$ cat config.mk
export PLATFORM = sky130hd
export DESIGN_NAME = saturn_bus_prog_queue
export DESIGN_NICKNAME = d
export VERILOG_FILES = /design/src/rtl/saturn_bus_prog_queue_pkg.sv /design/src/rtl/saturn_bus_prog_mem.sv /design/src/rtl/saturn_bus_prog_queue.sv
export SDC_FILE = /design/constraint.sdc
export NUM_CORES = 1
export LEC_CHECK = 0
export ABC_AREA = 0
export CAP_MARGIN = 25
export CELL_PAD_IN_SITES_DETAIL_PLACEMENT = 1
export CELL_PAD_IN_SITES_GLOBAL_PLACEMENT = 2
export CORE_ASPECT_RATIO = 0.5
export CORE_UTILIZATION = 46
export DETAILED_ROUTE_END_ITERATION = 8
export PLACE_DENSITY = 0.89
export REMOVE_ABC_BUFFERS = 1
export SLEW_MARGIN = 20
export SYNTH_ARGS = -nofsm -noshare
export SYNTH_HDL_FRONTEND = slang
export SYNTH_SLANG_ARGS = --single-unit
$ cat constraint.sdc
create_clock -name i_clk -period 4.4 [get_ports i_clk]
set_clock_uncertainty 0.2 [all_clocks]
set_input_delay 0.44 -clock i_clk [delete_from_list [all_inputs] [get_ports i_clk]]
set_output_delay 0.44 -clock i_clk [all_outputs]
set_load 0.1 [all_outputs]
$ cat src/rtl/saturn_bus_prog_queue_pkg.sv
// -----------------------------------------------------------------------------
// saturn_bus_prog_queue_pkg
// Shared bus-command definitions for the Saturn bus program queue:
//   - BUSCMD_* nibble command codes driven onto the Saturn bus
//   - queue entry format {is_cmd, nibble} and helper to build an entry
//   - FSM state type used by the queue front end
// No ports (package).
// -----------------------------------------------------------------------------
package saturn_bus_prog_queue_pkg;

   // Entry format: bit 4 flags a command nibble, bits 3:0 carry the nibble.
   localparam int NIBBLE_W         = 4;
   localparam int ENTRY_W          = NIBBLE_W + 1;
   localparam int ENTRY_IS_CMD_BIT = NIBBLE_W;

   typedef logic [NIBBLE_W-1:0] nibble_t;
   typedef logic [ENTRY_W-1:0]  entry_t;

   // Saturn bus command codes.
   localparam nibble_t BUSCMD_PC_READ  = 4'h0;
   localparam nibble_t BUSCMD_DP_READ  = 4'h1;
   localparam nibble_t BUSCMD_DP_WRITE = 4'h2;
   localparam nibble_t BUSCMD_READ     = 4'h3;
   localparam nibble_t BUSCMD_LOAD_PC  = 4'h4;
   localparam nibble_t BUSCMD_LOAD_DP  = 4'h5;
   localparam nibble_t BUSCMD_CONFIG   = 4'h6;
   localparam nibble_t BUSCMD_UNCNFG   = 4'h7;
   localparam nibble_t BUSCMD_RESET    = 4'h8;
   localparam nibble_t BUSCMD_C_EQ_ID  = 4'hA;
   localparam nibble_t BUSCMD_SHUTDN   = 4'hB;

   typedef enum logic {
      IDLE = 1'b0,
      ADDR = 1'b1
   } prog_state_e;

   function automatic entry_t make_entry(input logic is_cmd, input nibble_t nib);
      return {is_cmd, nib};
   endfunction

endpackage

$ cat src/rtl/saturn_bus_prog_mem.sv
// -----------------------------------------------------------------------------
// saturn_bus_prog_mem
// Entry storage for the bus program queue: one synchronous write port and two
// asynchronous read ports (head and peek).
// Ports:
//   i_clk      clock
//   i_we       write enable
//   i_waddr    write slot
//   i_wdata    entry to write
//   i_raddr_a  head read slot   -> o_rdata_a
//   i_raddr_b  peek read slot   -> o_rdata_b
// -----------------------------------------------------------------------------
module saturn_bus_prog_mem
   import saturn_bus_prog_queue_pkg::*;
#(
   parameter int DEPTH = 32
) (
   input  logic                     i_clk,
   input  logic                     i_we,
   input  logic [$clog2(DEPTH)-1:0] i_waddr,
   input  entry_t                   i_wdata,
   input  logic [$clog2(DEPTH)-1:0] i_raddr_a,
   output entry_t                   o_rdata_a,
   input  logic [$clog2(DEPTH)-1:0] i_raddr_b,
   output entry_t                   o_rdata_b
);

   entry_t mem_q [DEPTH];

   // NOTE: storage carries no reset; validity is tracked by the pointers and
   // count, so clearing the array would only cost a reset fan-out.
   always_ff @(posedge i_clk) begin
      if (i_we) begin
         mem_q[i_waddr] <= i_wdata;
      end
   end

   assign o_rdata_a = mem_q[i_raddr_a];
   assign o_rdata_b = mem_q[i_raddr_b];

endmodule

$ cat src/rtl/saturn_bus_prog_queue.sv
// -----------------------------------------------------------------------------
// saturn_bus_prog_queue
// Circular queue of Saturn bus nibbles. A push stores a command nibble and,
// when requested, the following ADDR_NIBBLES address nibbles (LSB first, one
// per enabled cycle). The bus side pops entries from the head.
// Ports:
//   i_clk, i_reset_n (sync, active-low), i_clk_en (gates all non-reset updates)
//   i_push, i_cmd, i_with_addr, i_addr   push side
//   o_ready                              push will be accepted this cycle
//   i_pop, o_entry, o_valid              head entry {is_cmd, nibble}
//   o_count                              occupied entries
//   o_overflow                           sticky push-while-not-ready flag
// Optional build macro SATURN_BUSPROG_PEEK_EN adds i_dbg_idx / o_dbg_entry,
// a combinational read of slot (rd_ptr + i_dbg_idx) mod DEPTH.
// -----------------------------------------------------------------------------
module saturn_bus_prog_queue
   import saturn_bus_prog_queue_pkg::*;
#(
   parameter int DEPTH        = 32,
   parameter int ADDR_NIBBLES = 5
) (
   input  logic                        i_clk,
   input  logic                        i_reset_n,
   input  logic                        i_clk_en,
   input  logic                        i_push,
   input  logic [3:0]                  i_cmd,
   input  logic                        i_with_addr,
   input  logic [4*ADDR_NIBBLES-1:0]   i_addr,
   output logic                        o_ready,
   input  logic                        i_pop,
   output logic [4:0]                  o_entry,
   output logic                        o_valid,
   output logic [$clog2(DEPTH):0]      o_count,
   output logic                        o_overflow
`ifdef SATURN_BUSPROG_PEEK_EN
   ,
   input  logic [$clog2(DEPTH)-1:0]    i_dbg_idx,
   output logic [4:0]                  o_dbg_entry
`endif
);

   localparam int AW      = $clog2(DEPTH);
   localparam int CNT_W   = AW + 1;
   localparam int SEQ_LEN = 1 + ADDR_NIBBLES;
   localparam int NIB_W   = (ADDR_NIBBLES > 1) ? $clog2(ADDR_NIBBLES) : 1;
   localparam int ADDR_W  = NIBBLE_W * ADDR_NIBBLES;
   localparam logic [NIB_W-1:0] NIB_LAST = NIB_W'(ADDR_NIBBLES - 1);

   prog_state_e       state_q,   state_d;
   logic [AW-1:0]     wr_ptr_q,  wr_ptr_d;
   logic [AW-1:0]     rd_ptr_q,  rd_ptr_d;
   logic [CNT_W-1:0]  count_q,   count_d;
   logic              ovf_q,     ovf_d;
   logic [NIB_W-1:0]  nib_idx_q, nib_idx_d;
   logic [ADDR_W-1:0] addr_q,    addr_d;

   logic              en_ok;
   logic              push_fire;
   logic              pop_fire;
   logic              mem_we;
   entry_t            mem_wdata;
   entry_t            head_entry;
   logic [AW-1:0]     peek_addr;
   entry_t            peek_data;
   logic [CNT_W-1:0]  free_slots;

   // A reset cycle must never write storage, so it is folded into the enable.
   assign en_ok      = i_clk_en & i_reset_n;
   assign free_slots = CNT_W'(DEPTH) - count_q;

   // Ready demands room for a whole sequence even for command-only pushes,
   // so an address sequence can never stall on a full queue.
   assign o_ready    = (state_q == IDLE) && (free_slots >= CNT_W'(SEQ_LEN));
   assign push_fire  = en_ok & i_push & o_ready;
   assign o_valid    = (count_q != '0);
   assign pop_fire   = en_ok & i_pop & o_valid;

   // NOTE: every variable gets a default before the case, so no path leaves
   // one unassigned and no latch is inferred.
   always_comb begin
      state_d   = state_q;
      wr_ptr_d  = wr_ptr_q;
      rd_ptr_d  = rd_ptr_q;
      nib_idx_d = nib_idx_q;
      addr_d    = addr_q;
      ovf_d     = ovf_q;
      mem_we    = 1'b0;
      mem_wdata = make_entry(1'b1, i_cmd);

      case (state_q)
         IDLE: begin
            if (push_fire) begin
               mem_we    = 1'b1;
               addr_d    = i_addr;
               nib_idx_d = '0;
               if (i_with_addr) begin
                  state_d = ADDR;
               end
            end
         end
         ADDR: begin
            if (en_ok) begin
               // Address held in a shift register: low nibble is always next.
               mem_we    = 1'b1;
               mem_wdata = make_entry(1'b0, addr_q[NIBBLE_W-1:0]);
               addr_d    = addr_q >> NIBBLE_W;
               if (nib_idx_q == NIB_LAST) begin
                  state_d   = IDLE;
                  nib_idx_d = '0;
               end else begin
                  nib_idx_d = nib_idx_q + 1'b1;
               end
            end
         end
         default: state_d = IDLE;
      endcase

      if (en_ok && i_push && !o_ready) begin
         ovf_d = 1'b1;
      end
      if (mem_we) begin
         wr_ptr_d = wr_ptr_q + 1'b1;
      end
      if (pop_fire) begin
         rd_ptr_d = rd_ptr_q + 1'b1;
      end
      count_d = count_q + CNT_W'(mem_we) - CNT_W'(pop_fire);
   end

   // NOTE: sequential state uses non-blocking assignments so every register
   // samples the pre-edge values regardless of statement order.
   always_ff @(posedge i_clk) begin
      if (!i_reset_n) begin
         state_q   <= IDLE;
         wr_ptr_q  <= '0;
         rd_ptr_q  <= '0;
         count_q   <= '0;
         ovf_q     <= 1'b0;
         nib_idx_q <= '0;
      end else begin
         state_q   <= state_d;
         wr_ptr_q  <= wr_ptr_d;
         rd_ptr_q  <= rd_ptr_d;
         count_q   <= count_d;
         ovf_q     <= ovf_d;
         nib_idx_q <= nib_idx_d;
      end
   end

   // Address latch is only meaningful inside a sequence, so it has no reset.
   always_ff @(posedge i_clk) begin
      addr_q <= addr_d;
   end

`ifdef SATURN_BUSPROG_PEEK_EN
   assign peek_addr   = rd_ptr_q + i_dbg_idx;
   assign o_dbg_entry = peek_data;
`else
   entry_t peek_unused;
   assign peek_addr   = rd_ptr_q;
   assign peek_unused = peek_data;
`endif

   saturn_bus_prog_mem #(
      .DEPTH (DEPTH)
   ) u_mem (
      .i_clk     (i_clk),
      .i_we      (mem_we),
      .i_waddr   (wr_ptr_q),
      .i_wdata   (mem_wdata),
      .i_raddr_a (rd_ptr_q),
      .o_rdata_a (head_entry),
      .i_raddr_b (peek_addr),
      .o_rdata_b (peek_data)
   );

   assign o_entry    = head_entry;
   assign o_count    = count_q;
   assign o_overflow = ovf_q;

endmodule

==> impl_results.md, run 1 <==
* Top post-synthesis cells by area: edfxtp_1 (64%), mux4_2 (13%), dfxtp_1 (6.1%)
* Post-synth EDFFs at 180
* Routed vias at 4341
* Total gr overflow at 0
* Die X at 194 um
* Seq cells post-synth at 206
* Clk pwr share at 0.345
* Gate power share at 0.203
* CTS tree: done
* Initial Util at 0.479
* Sequential fraction of the synthesis area at 0.699
* Mapped Cells at 467
* CTS sink cnt at 206
* P_sw at 0.00137 W
* H-tree depth at 1
* Placed cells at 730
* WS Path Type: reg2out
* Synthesis warning total at 0
* Startpoint Class: flop
* Avg Cell Area, Syn at 18.1 sq um
* Initial DRC count at 371
* DRC viols at 0
* Worst slew margin at 0.329
* Hold-fix buffers at CTS at 0
* Share of power burned in registers at 0.452
* Largest net degree at the start of global routing at 41
* RSZ-0062 raised after global routing: false
* Req. time, crit path at 3.76 ns
* Core Util, Final at 0.555
* Vias per cell at 5.67
* GRT Total Usage at 0.192
* Die Ht at 98.0 um
* Tcrit/Tclk final at 0.841
* Ant. Diodes at 0
* Final slew viol count at 0
* Syn-to-layout area delta at 16.0%
* Post-CTS Resized at 0
* CP Max Fanout at 13
* Final HPWL DP at 11300 um
* CTS buffer count at 19
* Max-cap violations at 0
* Setup violations, final at 0
* Most common cell in the netlist: edfxtp_1
* Synth area leader: edfxtp_1
* Worst min path class: reg2reg
* Die Area at 0.0190 sq mm
* Routability Congestion at 0.742
* Clk_lat worst skew at 0.47 ns
* First-pass GRT wire length at 27600 um
* Busiest layer in global routing: met2
* Top cell type's share of synthesized area at 0.638
* Register-to-register setup slack at 1.09 ns
* Met3 Use GR at 0.0380
* Final Critical Period at 3.70 ns
* Vias in the first global route at 4646
* Layout Cells excl Fill at 765
* Sw frac at 0.277
* Met1 GRT Util at 0.271
* Initial antenna violation count at 0
* Fin nets at 569
* Setup crit end kind: output port
* I/O pins at 44
* Internal Power at 0.00357 W
* CTS Buffer Depth at 3
* Antenna Nets Post-Route at 0
* Worst Max-Slew Pin Slew at 1.00 ns
* Row cnt at 34
* Commonest cells in the netlist: edfxtp_1 (180), mux4_2 (50), nor2_1 (36)
* Leak at 3.16 nW
* Post-CTS setup buffer count at 0
* Outcome: complete, no violations
* VDD IR max at 0.000492 V
* Pwr per Cell Area at 503 mW/mm^2
* CTS clk-pin slew, worst paths at 0.06 ns
* Share of cells above drive strength 1 at 0.202
* Clock Tree Root: clkbuf_16
* Critical Path AT at 3.06 ns
* Peak Freq at 270 MHz
* Post-synthesis cell area at 0.00847 sq mm
* Core region area at 0.0177 sq mm
* Share of async-settable or async-resettable flops after synthesis at 0
* Drt pass-1 iters at 5
* GR Layer Usage met2 at 0.320
* Routed wire per std cell at 22.8 um
* Number of hold violations in the final report at 0
* Top FF cell, synth: edfxtp_1
* Port bufs at 43
* Number of library cell types mapped by synthesis at 40
* Post-Route WL at 17400 um
[registers in the layout, summed over array words and instances (netlist names), named ones only]
| signal | cells |
|---|---|
| addr_q | 20 |
| o_overflow | 1 |
| peek_addr | 5 |
| wr_ptr_q | 5 |
| nib_idx_q | 3 |
| state_q | 1 |
| u_mem.mem_q | 160 |
| o_count | 6 |
[cell families after synthesis]
group,Yosys count,synth area share
DFF,206,0.699
and+or+nand+nor,95,0.0548
muxes,79,0.171
buffers and inverters,37,0.0183
AOI/OAI and AO/OA,20,0.0158
adders and majority gates,20,0.0304
xor gates and xnor gates,10,0.0103
[layout make-up]
cell class / count / area, sq um
inverters: 16 / 60.1
fillers: 1591 / 7870
flip-flops and latches: 206 / 5930
clock inverters: 8 / 113
repair buffers: 52 / 513
clock buffers: 25 / 528
multi-input cells: 224 / 2390
well taps: 234 / 293
[placed cells by master, fill, tap and decap left out, types with 3 or more instances in the layout]
master,synthesis,layout
edfxtp_1,180,180
mux2i_1,4,4
mux2_2,7,9
buf_4,4,11
nand2b_1,3,3
nor3_1,3,3
a21oi_1,3,3
clkdlybuf4s50_1,0,38
mux2_1,18,16
nor2_1,36,36
a21boi_1,3,3
nand2_1,17,17
ha_1,19,19
nand4_1,5,5
clkbuf_16,0,19
mux4_2,50,50
inv_1,14,14
clkinv_2,0,3
clkbuf_1,14,3
and2_1,13,13
nor2b_1,5,5
nand3_1,3,3
o21ai_0,3,3
clkbuf_8,0,3
xnor2_1,9,9
dfxtp_1,26,25
bufinv_16,0,3
[through the flow]
step | setup TNS (ns) | power [W] | hold WS, ns | area [sq um] | setup WS [ns]
after CTS | 0 | 0.00497 | 0.285 | 9790 | 0.652
final | 0 | 0.00494 | 0.290 | 9820 | 0.702
after floorplan | -0.118 | 0.00303 | 0.259 | 8380 | -0.118
after global placement | 0 | 0.00326 | 0.253 | 9150 | 1.13
after detailed placement | 0 | 0.00328 | 0.268 | 9150 | 1.04
after global routing | 0 | 0.00511 | 0.316 | 9820 | 0.549
[power groups by stage]
stage                     clock, W  combinational [W]  sequential (W)
after floorplan                  0           0.000581         0.00245
final                      0.00170            0.00101         0.00223
after detailed placement         0            0.00100         0.00228
after global placement           0           0.000987         0.00227
after global routing       0.00179            0.00108         0.00224
after CTS                  0.00172            0.00101         0.00224
[critical path, stage by stage (launching register included)]
cell and delay (ns):
dfxtp_2 0.65, buf_4 0.34, mux4_2 0.54, mux4_2 0.51
mux2_2 0.30, buf_4 0.24
[path summary, 6_finish.rpt]
path	from	to	cells past startpoint
setup / recovery	flop	o_entry[3]	5
hold / removal	o_overflow	o_overflow	1
setup reg to reg	o_count[1]	u_mem.mem_q[12][4]	9
hold reg to reg	o_overflow	o_overflow	1
[metal layers]
layer / vias to the layer above / routed length [um]
met5: - / 0
met4: 0 / 306
met3: 25 / 1230
met2: 167 / 8340
met1: 2239 / 7550
li1: 1910 / -
(Power assumes the default switching activity.)
==> run 2, diff against run 1 <==
--- a/config.mk
+++ b/config.mk
@@ -10,9 +10,9 @@
 export CELL_PAD_IN_SITES_DETAIL_PLACEMENT = 1
 export CELL_PAD_IN_SITES_GLOBAL_PLACEMENT = 2
 export CORE_ASPECT_RATIO = 0.5
-export CORE_UTILIZATION = 46
+export CORE_UTILIZATION = 41
 export DETAILED_ROUTE_END_ITERATION = 8
-export PLACE_DENSITY = 0.89
+export PLACE_DENSITY = 0.84
 export REMOVE_ABC_BUFFERS = 1
 export SLEW_MARGIN = 20
 export SYNTH_ARGS = -nofsm -noshare
==> constraint.sdc (replaced) <==
create_clock -name i_clk -period 3.1 [get_ports i_clk]
set_clock_uncertainty 0.2 [all_clocks]
set_input_delay 0.31 -clock i_clk [delete_from_list [all_inputs] [get_ports i_clk]]
set_output_delay 0.31 -clock i_clk [all_outputs]
set_load 0.1 [all_outputs]
==> run 2 against run 1 <==
The run now ends with negative setup slack left. Non-clock buffer count rose by 36. Total power rose by 45%. Hold slack got worse by 0.061 ns. Global-route usage fell by 1.6 points. Via count rose by 2.5%. Wire length rose by 6.1%. Clock-buffer cell count rose by 1. Critical path depth did not move. Final area rose by 5.2%. Clock power rose by 34%. First-iteration DRC count fell by 14%. Critical path type unchanged. Critical endpoint is now o_entry[1]. Largest power group unchanged.
==> impl_results.md, run 2 (synthesized netlist as in run 1, its figures left out) <==
* Outcome: finished, violations left
* Violated checks: negative setup slack
* Total gr overflow at 0 (unchanged)
* Worst min path class: in2reg
* Largest Register: u_mem.mem_q
* Tcrit/Tclk final at 1.03
* Row cnt at 36 (+5.9%)
* Startpoint Class: flop
* CP Max Fanout at 10 (-3)
* Internal Power at 0.00508 W (+42%)
* WS Path Type: reg2out
* H-tree depth at 1 (unchanged)
* Final Power at 0.00717 W (+45%)
* CTS tree: done
* CTS clk-pin slew, worst paths at 0.06 ns (about the same)
* Commonest non-fill, non-tap cell in the layout: edfxtp_1
* Vias per cell at 5.32 (-6.2%)
* CTS Buffer Depth at 3 (unchanged)
* Pwr per Cell Area at 694 mW/mm^2 (+38%)
* Routability Congestion at 0.738 (-0.51%)
* Final Critical Period at 3.20 ns
* First-pass GRT wire length at 27900 um (+1.1%)
* GRT Total Usage at 0.176 (-0.0164)
* P_sw at 0.00209 W (+53%)
* Die Area at 0.0213 sq mm (+12%)
* Req. time, crit path at 2.59 ns (-1.17 ns)
* Worst Max-Slew Pin Slew at 0.669 ns (-0.334 ns)
* Final hold slack at 0.229 ns (-0.0612 ns)
* CTS buffer count at 20 (+1)
* Port bufs at 43 (unchanged)
* Setup violations, final at 5 (+5)
* Share of power burned in registers at 0.441 (-0.011)
* I/O pins at 44 (unchanged)
* Routed vias at 4448 (+2.5%)
* Initial DRC count at 320 (-14%)
* Share of cells above drive strength 1 at 0.302 (+0.100)
* Initial Util at 0.426 (-0.0522)
* R2r worst-path depth at 15 (+6)
* RSZ-0062 raised after global routing: true
* Final slew viol count at 0 (unchanged)
* Worst slew margin at 0.554 (+0.225)
* Die Ht at 104 um (+5.8%)
* Gate power share at 0.242 (+0.039)
* Number of hold violations in the final report at 0 (unchanged)
* Peak Freq at 313 MHz
* Max-cap violations at 0 (unchanged)
* Hold path depth at 3 (+2)
* Ant. Diodes at 0 (unchanged)
* Largest net degree at the start of global routing at 41 (unchanged)
* Initial antenna violation count at 0 (unchanged)
* Final WS setup at -0.0954 ns (-0.797 ns)
* Routed wire per std cell at 22.1 um (-3.0%)
* VDD IR max at 0.000673 V (+37%)
* Hold-fix buffers at CTS at 0 (unchanged)
* Syn-to-layout area delta at 22.0%
* Vias in the first global route at 4749 (+2.2%)
* Core region area at 0.0199 sq mm (+12%)
* Fin nets at 606 (+6.5%)
* Sw frac at 0.292 (+0.0148)
* Drt pass-1 iters at 4 (-1)
* Die X at 205 um (+5.9%)
* Critical Path AT at 2.69 ns (-0.37 ns)
* Clk pwr share at 0.316 (-0.029)
* CTS sink cnt at 206 (unchanged)
* Clock Tree Root: clkbuf_16
* Clk_lat worst skew at 0.48 ns (about the same)
* Final HPWL DP at 10900 um (-3.6%)
* Commonest non-fill, non-tap cells in the layout: edfxtp_1 (180), mux4_2 (50), buf_4 (46)
* Setup crit end kind: output port
* Max reg flops at 160 (unchanged)
* Leak at 3.41 nW (+8.0%)
* Antenna Nets Post-Route at 0 (unchanged)
* DRC viols at 0 (unchanged)
* Post-Route WL at 18500 um (+6.1%)
-- run 2: metrics by stage --
step / setup slack (ns) / instance area [sq um] / instances / TNS, ns / util
floorplan: -1.42 / 8380 / 446 / -148.99 / -
global placement: 0.0275 / 9490 / 793 / 0 / 0.478
detailed placement: -0.0265 / 9490 / 793 / -0.0265 / 0.478
CTS: -0.120 / 10200 / 834 / -0.574 / 0.516
global route: -0.153 / 10300 / 836 / -1.08 / 0.520
finish: -0.0954 / 10300 / 836 / -0.394 / 0.520
-- run 2: power by group through the flow --
stage	clock network (W)	registers, W	logic, W
2_1_floorplan	0	0.00347	0.000825
3_3_place_gp	0	0.00321	0.00149
3_5_place_dp	0	0.00321	0.00152
4_1_cts	0.00233	0.00316	0.00161
5_1_grt	0.00241	0.00317	0.00186
6_report	0.00227	0.00317	0.00174
-- run 2: critical path, stage by stage (launching register included) --
cell     delay (ns)
dfxtp_4        0.46
buf_12         0.18
mux4_2         0.55
mux4_2         0.53
mux2_4         0.30
buf_12         0.17
-- run 2: area by class of cell --
type / instances / area [sq um]
inverters: 16 / 62.6
repair buffers: 88 / 880
fillers: 1842 / 9530
flip-flops and latches: 206 / 5940
clock buffers: 26 / 554
clock inverters: 10 / 56.3
well taps: 266 / 333
multi-input cells: 224 / 2510
-- run 2: routing by layer --
layer | vias to the layer above | routed length, um | global-route usage
met5 | - | 0 | 0
met3 | 26 | 1080 | 0.0349
li1 | 1993 | - | -
met4 | 0 | 295 | 0.0397
met1 | 2288 | 7800 | 0.233
met2 | 141 | 9310 | 0.300
-- run 2: final timing paths --
check	from	endpoint	slack, ns
max	flop	o_entry[1]	-0.1
min	i_with_addr	state_q	0.23
max reg2reg	o_count[2]	o_count[4]	0.09
min reg2reg	o_overflow	o_overflow	0.27
-- run 2: repair_timing --
item	in CTS	in global routing
gates cloned	3	0
pin swaps	3	9
endpoints found under the setup margin	6	112
gates resized for setup	15	23
buffers inserted	2	2
==> run 3, diff against run 2 <==
--- a/config.mk
+++ b/config.mk
@@ -14,6 +14,7 @@
 export DETAILED_ROUTE_END_ITERATION = 8
 export PLACE_DENSITY = 0.84
 export REMOVE_ABC_BUFFERS = 1
+export SETUP_SLACK_MARGIN = 0.4
 export SLEW_MARGIN = 20
 export SYNTH_ARGS = -nofsm -noshare
 export SYNTH_HDL_FRONTEND = slang
==> run 3 against run 2 <==
The flow still finishes with violations (negative setup slack). Non-clock buffer count is 13 higher. Cell count up 1.6%. Utilization is 1.9 points higher. Sequential cell count unchanged. Register-to-register slack improved by 0.05 ns. Clock-buffer cell count unchanged. First-iteration DRC count decreased by 23%. Fmax shrank 1.2%. Critical endpoint is now o_entry[4]. Largest cell class unchanged. Largest power group unchanged.
==> impl_results.md, run 3 (synthesized netlist as in run 1, its figures left out) <==
* Vias in the first global route at 4881 (+2.8%)
* CTS Buffer Depth at 3 (unchanged)
* Commonest non-fill, non-tap cell in the layout: edfxtp_1
* CTS tree: done
* Peak Freq at 309 MHz (-1.2%)
* Drt pass-1 iters at 4 (unchanged)
* Violated checks: negative setup slack
* Clock Tree Root: clkbuf_16
* Worst slew margin at 0.569 (+0.0152)
* Outcome: finished, violations left
* Ant. Diodes at 0 (unchanged)
* Worst min path class: in2reg
* Startpoint Class: flop
* Post-Route WL at 18800 um (+1.8%)
* Core Util, Final at 0.539 (+0.0192)
* Largest Register: u_mem.mem_q
* CTS clk-pin slew, worst paths at 0.06 ns (about the same)
* Initial Util at 0.426 (unchanged)
* Total gr overflow at 0 (unchanged)
* Core region area at 0.0199 sq mm (unchanged)
* Initial DRC count at 247 (-23%)
* Syn-to-layout area delta at 26.5%
* CP Max Fanout at 5 (-5)
* CP bufs+invs at 3 (+1)
* VDD IR max at 0.000677 V (+0.58%)
* Critical path's top delay family: multiplexers
* Final Power at 0.00747 W (+4.1%)
* Worst Max-Slew Pin Slew at 0.646 ns (-0.0229 ns)
* Clk_lat worst skew at 0.48 ns (about the same)
* Die Area at 0.0213 sq mm (unchanged)
* Antenna Nets Post-Route at 0 (unchanged)
* Max reg flops at 160 (unchanged)
* Number of hold violations in the final report at 0 (unchanged)
* CTS sink cnt at 206 (unchanged)
* Final WS setup at -0.135 ns (-0.0393 ns)
* I/O pins at 44 (unchanged)
* Setup crit end kind: output port
* Setup violations, final at 5 (unchanged)
* Fin nets at 619 (+2.1%)
* CP max stage delay at 0.52 ns (-0.03 ns)
* Final HPWL DP at 10900 um (unchanged)
* Routed vias at 4477 (+0.65%)
* Hold-fix buffers at CTS at 0 (unchanged)
* Die Ht at 104 um (unchanged)
* Pwr per Cell Area at 697 mW/mm^2 (+0.43%)
* Largest net degree at the start of global routing at 41 (unchanged)
* Initial antenna violation count at 0 (unchanged)
* GRT Total Usage at 0.181 (+0.00454)
* WS Path Type: reg2out
* Port bufs at 43 (unchanged)
* Routed wire per std cell at 22.2 um (+0.23%)
* Share of cells above drive strength 1 at 0.367 (+0.0653)
* DRC viols at 0 (unchanged)
* CTS buffer count at 20 (unchanged)
* Die X at 205 um (unchanged)
* Worst-path cell chain: buf_6 > buf_16 > mux4_2 > mux4_2 > mux2_4 > buf_12
* H-tree depth at 1 (unchanged)
* Leak at 3.53 nW (+3.7%)
* Vias per cell at 5.27 (-0.89%)
* Commonest non-fill, non-tap cells in the layout: edfxtp_1 (180), mux4_2 (50), buf_4 (48)
* Max-cap violations at 0 (unchanged)
* Critical Path AT at 2.72 ns (+0.03 ns)
* First-pass GRT wire length at 28600 um (+2.5%)
* Row cnt at 36 (unchanged)
* RSZ-0062 raised after global routing: true
* Cell with the largest stage delay on the worst path: mux4_2
* Req. time, crit path at 2.59 ns (about the same)
* Final Critical Period at 3.23 ns (+0.0393 ns)
* Most frequent CP cell: mux4_2
* Final slew viol count at 0 (unchanged)
* Tcrit/Tclk final at 1.04 (+0.0127)
* Routability Congestion at 0.738 (unchanged)
==> run 3: changes by cell type in the layout (fill, tap and decap cells not counted), moves of 3 or more <==
cell     delta
nor2_4      +5
nor2_2      +7
inv_1       -3
nor2_1     -12
xnor2_1     -3
ha_1        -3
buf_6       +8
ha_4        +3
nand2_1     -5
xnor2_2     +3
==> run 3: worst paths after layout <==
path	from	endpoint	slack [ns]	cells after the start
hold / removal	i_with_addr	state_q	0.24	3
setup reg to reg	o_count[1]	o_count[4]	0.14	15
hold reg to reg	o_overflow	o_overflow	0.27	1
setup / recovery	flop	o_entry[4]	-0.13	6
==> run 3: metal layers <==
| layer | GRT usage | routed length (um) | vias up |
|---|---|---|---|
| met5 | 0 | 0 | - |
| met4 | 0.0556 | 516 | 0 |
| met3 | 0.0337 | 1260 | 36 |
| met2 | 0.299 | 9210 | 154 |
| met1 | 0.242 | 7820 | 2275 |
| li1 | - | - | 2012 |
==> run 3: per-stage QoR <==
step | cell area (sq um) | worst slack [ns] | hold slack [ns] | std cells | TNS [ns]
2_1_floorplan | 8380 | -1.42 | 0.228 | 446 | -148.99
3_3_place_gp | 9490 | 0.0275 | 0.252 | 793 | 0
3_5_place_dp | 9490 | -0.0265 | 0.257 | 793 | -0.0265
4_1_cts | 10500 | -0.120 | 0.219 | 840 | -0.574
5_1_grt | 10700 | -0.193 | 0.275 | 849 | -0.855
6_report | 10700 | -0.135 | 0.237 | 849 | -0.594
==> run 3: power breakdown <==
| part | internal, W | total (W) | leakage (nW) | switching [W] |
|---|---|---|---|---|
| registers | 0.00312 | 0.00316 | 1.84 | 0.0000480 |
| clock network | 0.00127 | 0.00228 | 0.299 | 0.00101 |
| logic | 0.000893 | 0.00202 | 1.39 | 0.00113 |
| total | 0.00528 | 0.00747 | 3.53 | 0.00219 |
==> run 3: layout make-up <==
class | instances | area [sq um]
Clock inverter | 10 | 56.3
Clock buffer | 26 | 554
Inverter | 16 | 67.6
Tap cell | 266 | 333
Timing Repair Buffer | 101 | 1080
Sequential cell | 206 | 5940
Fill cell | 1807 | 9150
Multi-Input combinational cell | 224 | 2690
==> run 3: repair_timing <==
| item | CTS | global route |
|---|---|---|
| cloned | 3 | 2 |
| setup endpoints to repair | 161 | 145 |
| pin swaps | 15 | 14 |
| buffers inserted | 8 | 5 |
| gates resized for setup | 59 | 30 |
==> run 3: tightest hold or removal path, delay by kind of cell <==
| family | cells | cell delay (ns) |
|---|---|---|
| compound gates | 1 | 0.06 |
| simple gates | 1 | 0.10 |
| buf+inv | 1 | 0.40 |
